[src/rtl/led_strip_driver.sv]
// WS2812B LED strip driver: each start sends the NUM_LEDS x 24-bit GRB pixel buffer as one frame.
// Optional macro LED_BRIGHTNESS_EN adds input bright[7:0], which scales each channel when a pixel is loaded.
module led_strip_driver #(
  parameter int unsigned NUM_LEDS = 64,
  parameter int unsigned T0H_CYC  = 16,
  parameter int unsigned T0L_CYC  = 34,
  parameter int unsigned T1H_CYC  = 32,
  parameter int unsigned T1L_CYC  = 18,
  parameter int unsigned RES_CYC  = 2000,
  localparam int unsigned AW = (NUM_LEDS > 1) ? $clog2(NUM_LEDS) : 1
) (
  input  logic          clk,
  input  logic          reset,
  input  logic          wr_en,
  input  logic [AW-1:0] wr_addr,
  input  logic [23:0]   wr_data,
  input  logic          start,
`ifdef LED_BRIGHTNESS_EN
  input  logic [7:0]    bright,
`endif
  output logic          busy,
  output logic          done,
  output logic          dout
);

  localparam int unsigned MAX_H  = (T0H_CYC > T1H_CYC) ? T0H_CYC : T1H_CYC;
  localparam int unsigned MAX_L  = (T0L_CYC > T1L_CYC) ? T0L_CYC : T1L_CYC;
  localparam int unsigned MAX_HL = (MAX_H > MAX_L) ? MAX_H : MAX_L;
  localparam int unsigned MAX_T  = (MAX_HL > RES_CYC) ? MAX_HL : RES_CYC;
  localparam int unsigned CW     = $clog2(MAX_T + 1);

  typedef enum logic [1:0] {IDLE, HIGH, LOW, LATCH} state_t;

  state_t          state, state_n;
  logic [CW-1:0]   cnt, cnt_n;
  logic [23:0]     shift, shift_n;
  logic [4:0]      bit_idx, bit_n;
  logic [AW-1:0]   pix_idx, pix_n;
  logic            done_n;

  logic [23:0]     pix_mem [NUM_LEDS];
  logic [AW-1:0]   rd_addr;
  logic [23:0]     rd_pix;
  logic [23:0]     load_pix;
  logic            hi_last;
  logic            lo_last;
  logic            last_pix;

  // Pixel buffer: never reset, out-of-range addresses dropped, reset blocks writes
  always_ff @(posedge clk) begin
    if (!reset && wr_en && (32'(wr_addr) < NUM_LEDS)) begin
      pix_mem[wr_addr] <= wr_data;
    end
  end

  // Single read port: pixel 0 while idle, otherwise the pixel that follows the one on the wire
  assign last_pix = (pix_idx == AW'(NUM_LEDS - 1));
  assign rd_addr  = ((state == IDLE) || last_pix) ? '0 : pix_idx + AW'(1);
  assign rd_pix   = pix_mem[rd_addr];

`ifdef LED_BRIGHTNESS_EN
  function automatic logic [7:0] scale_ch(input logic [7:0] c, input logic [7:0] b);
    return 8'((16'(c) * (16'(b) + 16'd1)) >> 8);
  endfunction

  assign load_pix = {scale_ch(rd_pix[23:16], bright),
                     scale_ch(rd_pix[15:8],  bright),
                     scale_ch(rd_pix[7:0],   bright)};
`else
  assign load_pix = rd_pix;
`endif

  // The bit on the wire is always shift[23]; it selects the high and low times
  assign hi_last = (cnt == (shift[23] ? CW'(T1H_CYC - 1) : CW'(T0H_CYC - 1)));
  assign lo_last = (cnt == (shift[23] ? CW'(T1L_CYC - 1) : CW'(T0L_CYC - 1)));

  // State and datapath registers; outputs are decoded from the next state
  always_ff @(posedge clk) begin
    if (reset) begin
      state   <= IDLE;
      cnt     <= '0;
      shift   <= '0;
      bit_idx <= '0;
      pix_idx <= '0;
      busy    <= 1'b0;
      done    <= 1'b0;
      dout    <= 1'b0;
    end else begin
      state   <= state_n;
      cnt     <= cnt_n;
      shift   <= shift_n;
      bit_idx <= bit_n;
      pix_idx <= pix_n;
      busy    <= (state_n != IDLE);
      done    <= done_n;
      dout    <= (state_n == HIGH);
    end
  end

  // Next-state: bit timing, bit/pixel sequencing and the latch gap
  always_comb begin
    state_n = state;
    cnt_n   = cnt;
    shift_n = shift;
    bit_n   = bit_idx;
    pix_n   = pix_idx;
    done_n  = 1'b0;
    case (state)
      IDLE: begin
        if (start) begin
          state_n = HIGH;
          cnt_n   = '0;
          shift_n = load_pix;
          bit_n   = 5'd23;
          pix_n   = '0;
        end
      end
      HIGH: begin
        if (hi_last) begin
          state_n = LOW;
          cnt_n   = '0;
        end else begin
          cnt_n = cnt + CW'(1);
        end
      end
      LOW: begin
        if (lo_last) begin
          cnt_n   = '0;
          state_n = HIGH;
          if (bit_idx != 5'd0) begin
            shift_n = {shift[22:0], 1'b0};
            bit_n   = bit_idx - 5'd1;
          end else if (last_pix) begin
            state_n = LATCH;
          end else begin
            // Next pixel is sampled here, so later buffer writes wait for the next frame
            shift_n = load_pix;
            bit_n   = 5'd23;
            pix_n   = pix_idx + AW'(1);
          end
        end else begin
          cnt_n = cnt + CW'(1);
        end
      end
      LATCH: begin
        if (cnt == CW'(RES_CYC - 1)) begin
          state_n = IDLE;
          cnt_n   = '0;
          done_n  = 1'b1;
        end else begin
          cnt_n = cnt + CW'(1);
        end
      end
      default: state_n = IDLE;
    endcase
  end

endmodule

[config.mk]
export PLATFORM = sky130hd
export DESIGN_NAME = led_strip_driver
export DESIGN_NICKNAME = d
export VERILOG_FILES = /design/src/rtl/led_strip_driver.sv
export SDC_FILE = /design/constraint.sdc
export NUM_CORES = 2
export LEC_CHECK = 0
export ABC_AREA = 1
export ABC_CLOCK_PERIOD_IN_PS = 6500
export CORE_MARGIN = 2
export CORE_UTILIZATION = 52
export CTS_CLUSTER_SIZE = 20
export DETAILED_ROUTE_END_ITERATION = 12
export PLACE_DENSITY = 0.67
export SYNTH_ARGS = -nofsm -noshare
export SYNTH_HDL_FRONTEND = slang
export SYNTH_SLANG_ARGS = --single-unit
[constraint.sdc]
create_clock -name clk -period 6.5 [get_ports clk]
set_input_delay 1.3 -clock clk [delete_from_list [all_inputs] [get_ports clk]]
set_output_delay 1.3 -clock clk [all_outputs]
set_load 0.005 [all_outputs]
==> summary.txt <==
Placement
  • Final HPWL DP: 110 mm
  • Routability cong.: 0.908
  • Dpl cells: 8212
  • Port-buffer cells: 36
  • Placed Instance Area: 72600 sq um
  • Dpl ws: around 2200 ps

Synthesis
  • Synth unique cells: 38
  • Largest cells by area after synthesis: edfxtp_1, nand3_1, inv_1, nand4_1, nand2_1
  • Synth area leader: edfxtp_1
  • Syn_area_per_cell: between 10 and 15 sq um
  • Mapped Cells: 6719
  • Syn nets: 6758
  • Async SR Flop Fraction: 0%
  • Prevailing post-synth register cell: edfxtp_1
  • Number of enable flip-flop cells after synthesis: 1536
  • Sequential fraction of the synthesis area: 66.7%
  • Most frequent cell after synthesis: edfxtp_1
  • Netlist Area Pre-Place: 70700 sq um
  • Yosys warns: 0
  • Post-synth top cells: edfxtp_1, nand3_1, inv_1
  • Synth top area share: 65.3%
  • Synth Register Bits: between 1500 and 2000

Pwr
  • Power Dens Cells: 345 nW/um^2
  • Peak VDD IR: 0.313 mV
  • Leakage power: 31.2 nW

GRT
  • Largest net degree at the start of global routing: 193
  • Vias in the first global route: 48300
  • Grt ovf: 0
  • First-pass GRT wire length: ~310 mm
  • Initial antenna violation count: 5
  • Total GRT Usage: 29.9%

Cells and area
  • Fillers: 11100
  • Area Growth Syn to Fin: 9.82%
  • Layout cells sized above 1: 8.09%
  • Fin cells: 8505
  • ANT cells: 0
  • Final Cell Area: roughly 78000 sq um
  • Total Nets Final: 6635

STA
  • Final Critical Period: 4550 ps
  • Final setup viols: 0
  • Clk_skew: 28.2 ps
  • Slew Viols, Final: 0
  • Fin Setup TNS: 0 ps
  • Final Cycle Share: 70.1%
  • Measured slew at the worst slew-check pin: 1100 ps
  • RSZ-0062 raised after global routing: no
  • Final hold vios: 0
  • Setup WS post-layout: between 1500 and 2000 ps
  • Max Fclk: roughly 0.22 GHz
  • Relative slew slack: 26.3%

Setup path
  • Worst Path Arrival: 5210 ps
  • FF-to-FF path depth: 15
  • Startpoint types: flop
  • Crit. End Element: flop
  • Required time of the worst setup path: 7160 ps
  • Kind of critical path: reg -> reg
  • Critical Path Fanout Max: 78

Worst hold path
  • Cells on Worst Hold Path: 2
  • Worst hold path class: reg -> reg

Floorplanning
  • DIE HEIGHT: 373 um
  • Placement Rows: approximately 140
  • # IOs: 37
  • Die ar.: 139000 sq um
  • Initial Utilization: 52.3%
  • Core area: ~140000 sq um
  • Die width: 373 um

Clock network
  • Clock sink count: 1587
  • CTS Buffer Depth: 3
  • Hold_buf cts: 0
  • CTS tree: done
  • Root buffer cell: clkbuf_16
  • Post-CTS setup buffers: 0
  • H-Tree Depth: 4
  • PostCTS Resize Cnt: 0
  • Clk_lat worst skew: ~820 ps
  • Clk slew on worst S/H paths: ~60 ps
  • TritonCTS Buffers: between 150 and 200

Drt
  • WL/cell: 24.8 um
  • Avg Vias per Cell: about 6
  • First-pass detailed-route iteration total: 6
  • Antenna-violating nets left: 0
  • Vias: a little over 50000
  • Total Wirelength: 211 mm
  • 1st-iter DRT viols: approximately 8000
  • # DRC: 0

Flow run
  • Max-cap viol count: 0

Outcome
  • Status: finished, final reports clean
[flip-flops by register name, indices dropped and copies added (netlist names)]
register  cells
dout          1
pix_idx       6
bit_idx       5
state         2
pix_mem    1536
shift        24
done          1
busy          1
cnt          11
[power breakdown]
part | total, mW | internal (mW) | leakage (nW) | switching, mW
Combinational | 6.50 | 1.68 | 14.6 | 4.82
Sequential | 11.4 | 11.3 | 14.2 | 0.0700
Clock | 8.90 | 4.98 | 2.43 | 3.92
[per-layer routing]
metal	track usage (%)	share of wire, %	vias up
met2	45.3	45	3133
met3	5.92	11	504
met4	14.2	4.9	2
met1	41.7	39	24900
met5	0	0.0062	-
li1	-	-	22900
[area by class of cell]
type | instances | area [sq um] | share of cell area [%]
Inverter | 1205 | 4550 | 5.86
Timing Repair Buffer | 198 | 1710 | 2.20
Sequential cell | 1587 | 47100 | 60.7
Clock inverter | 76 | 509 | 0.656
Multi-Input combinational cell | 3441 | 17000 | 21.9
Clock buffer | 217 | 4470 | 5.76
Tap cell | 1781 | 2230 | 2.87
[final timing paths]
kind	from	endpoint	slack [ps]
worst max-delay path	pix_idx[0]	shift[1]	1950
worst min-delay path	shift[12]	shift[12]	470
worst max register to register	pix_idx[0]	shift[1]	1950
worst min register to register	shift[12]	shift[12]	470
[worst max-delay path: stages, from the launching register on]
cell and delay [ps]:
dfxtp_1 490, ha_1 240, nand2_2 90, nor2_4 170
nand2_8 390, nand3_4 610, buf_4 770, nand2_1 140
nand3_1 130, nand3_1 140, nand3_1 200, nand3_1 220
nand3_1 380, nand3_1 120, nand2_1 100, a21oi_1 70
[cells by family (layout without fill, tap and decap cells)]
| logic type | count (synthesis) | after routing | share of synthesized area (%) |
|---|---|---|---|
| and+or+nand+nor | 3282 | 3282 | 22.5 |
| AOI/OAI and AO/OA | 150 | 150 | 1.12 |
| buffers and inverters | 1691 | 1696 | 9.53 |
| DFF | 1587 | 1587 | 66.7 |
| adders and majority gates | 5 | 5 | 0.0885 |
| xor gates and xnor gates | 4 | 4 | 0.0496 |
[metrics by stage]
stage	hold slack (ps)	util, %	power, mW
after floorplan	445	-	15.8
after global placement	454	53.8	17.9
after detailed placement	457	53.8	17.9
after CTS	467	57.4	26.7
after global routing	486	57.4	27.7
final	471	57.4	26.8
[placed cells by master (no fill, tap or decap), types with 35 or more instances in the layout]
cell / instances
a21oi_1: 35
buf_4: 143
clkbuf_1: 42
clkbuf_16: 169
clkinv_1: 46
dfxtp_1: 51
edfxtp_1: 1536
inv_1: 1198
nand2_1: 791
nand3_1: 1399
nand4_1: 636
nor2_1: 297
nor2_2: 65
o21ai_0: 99
or2_2: 70
Power figures use the tool's default switching activity.
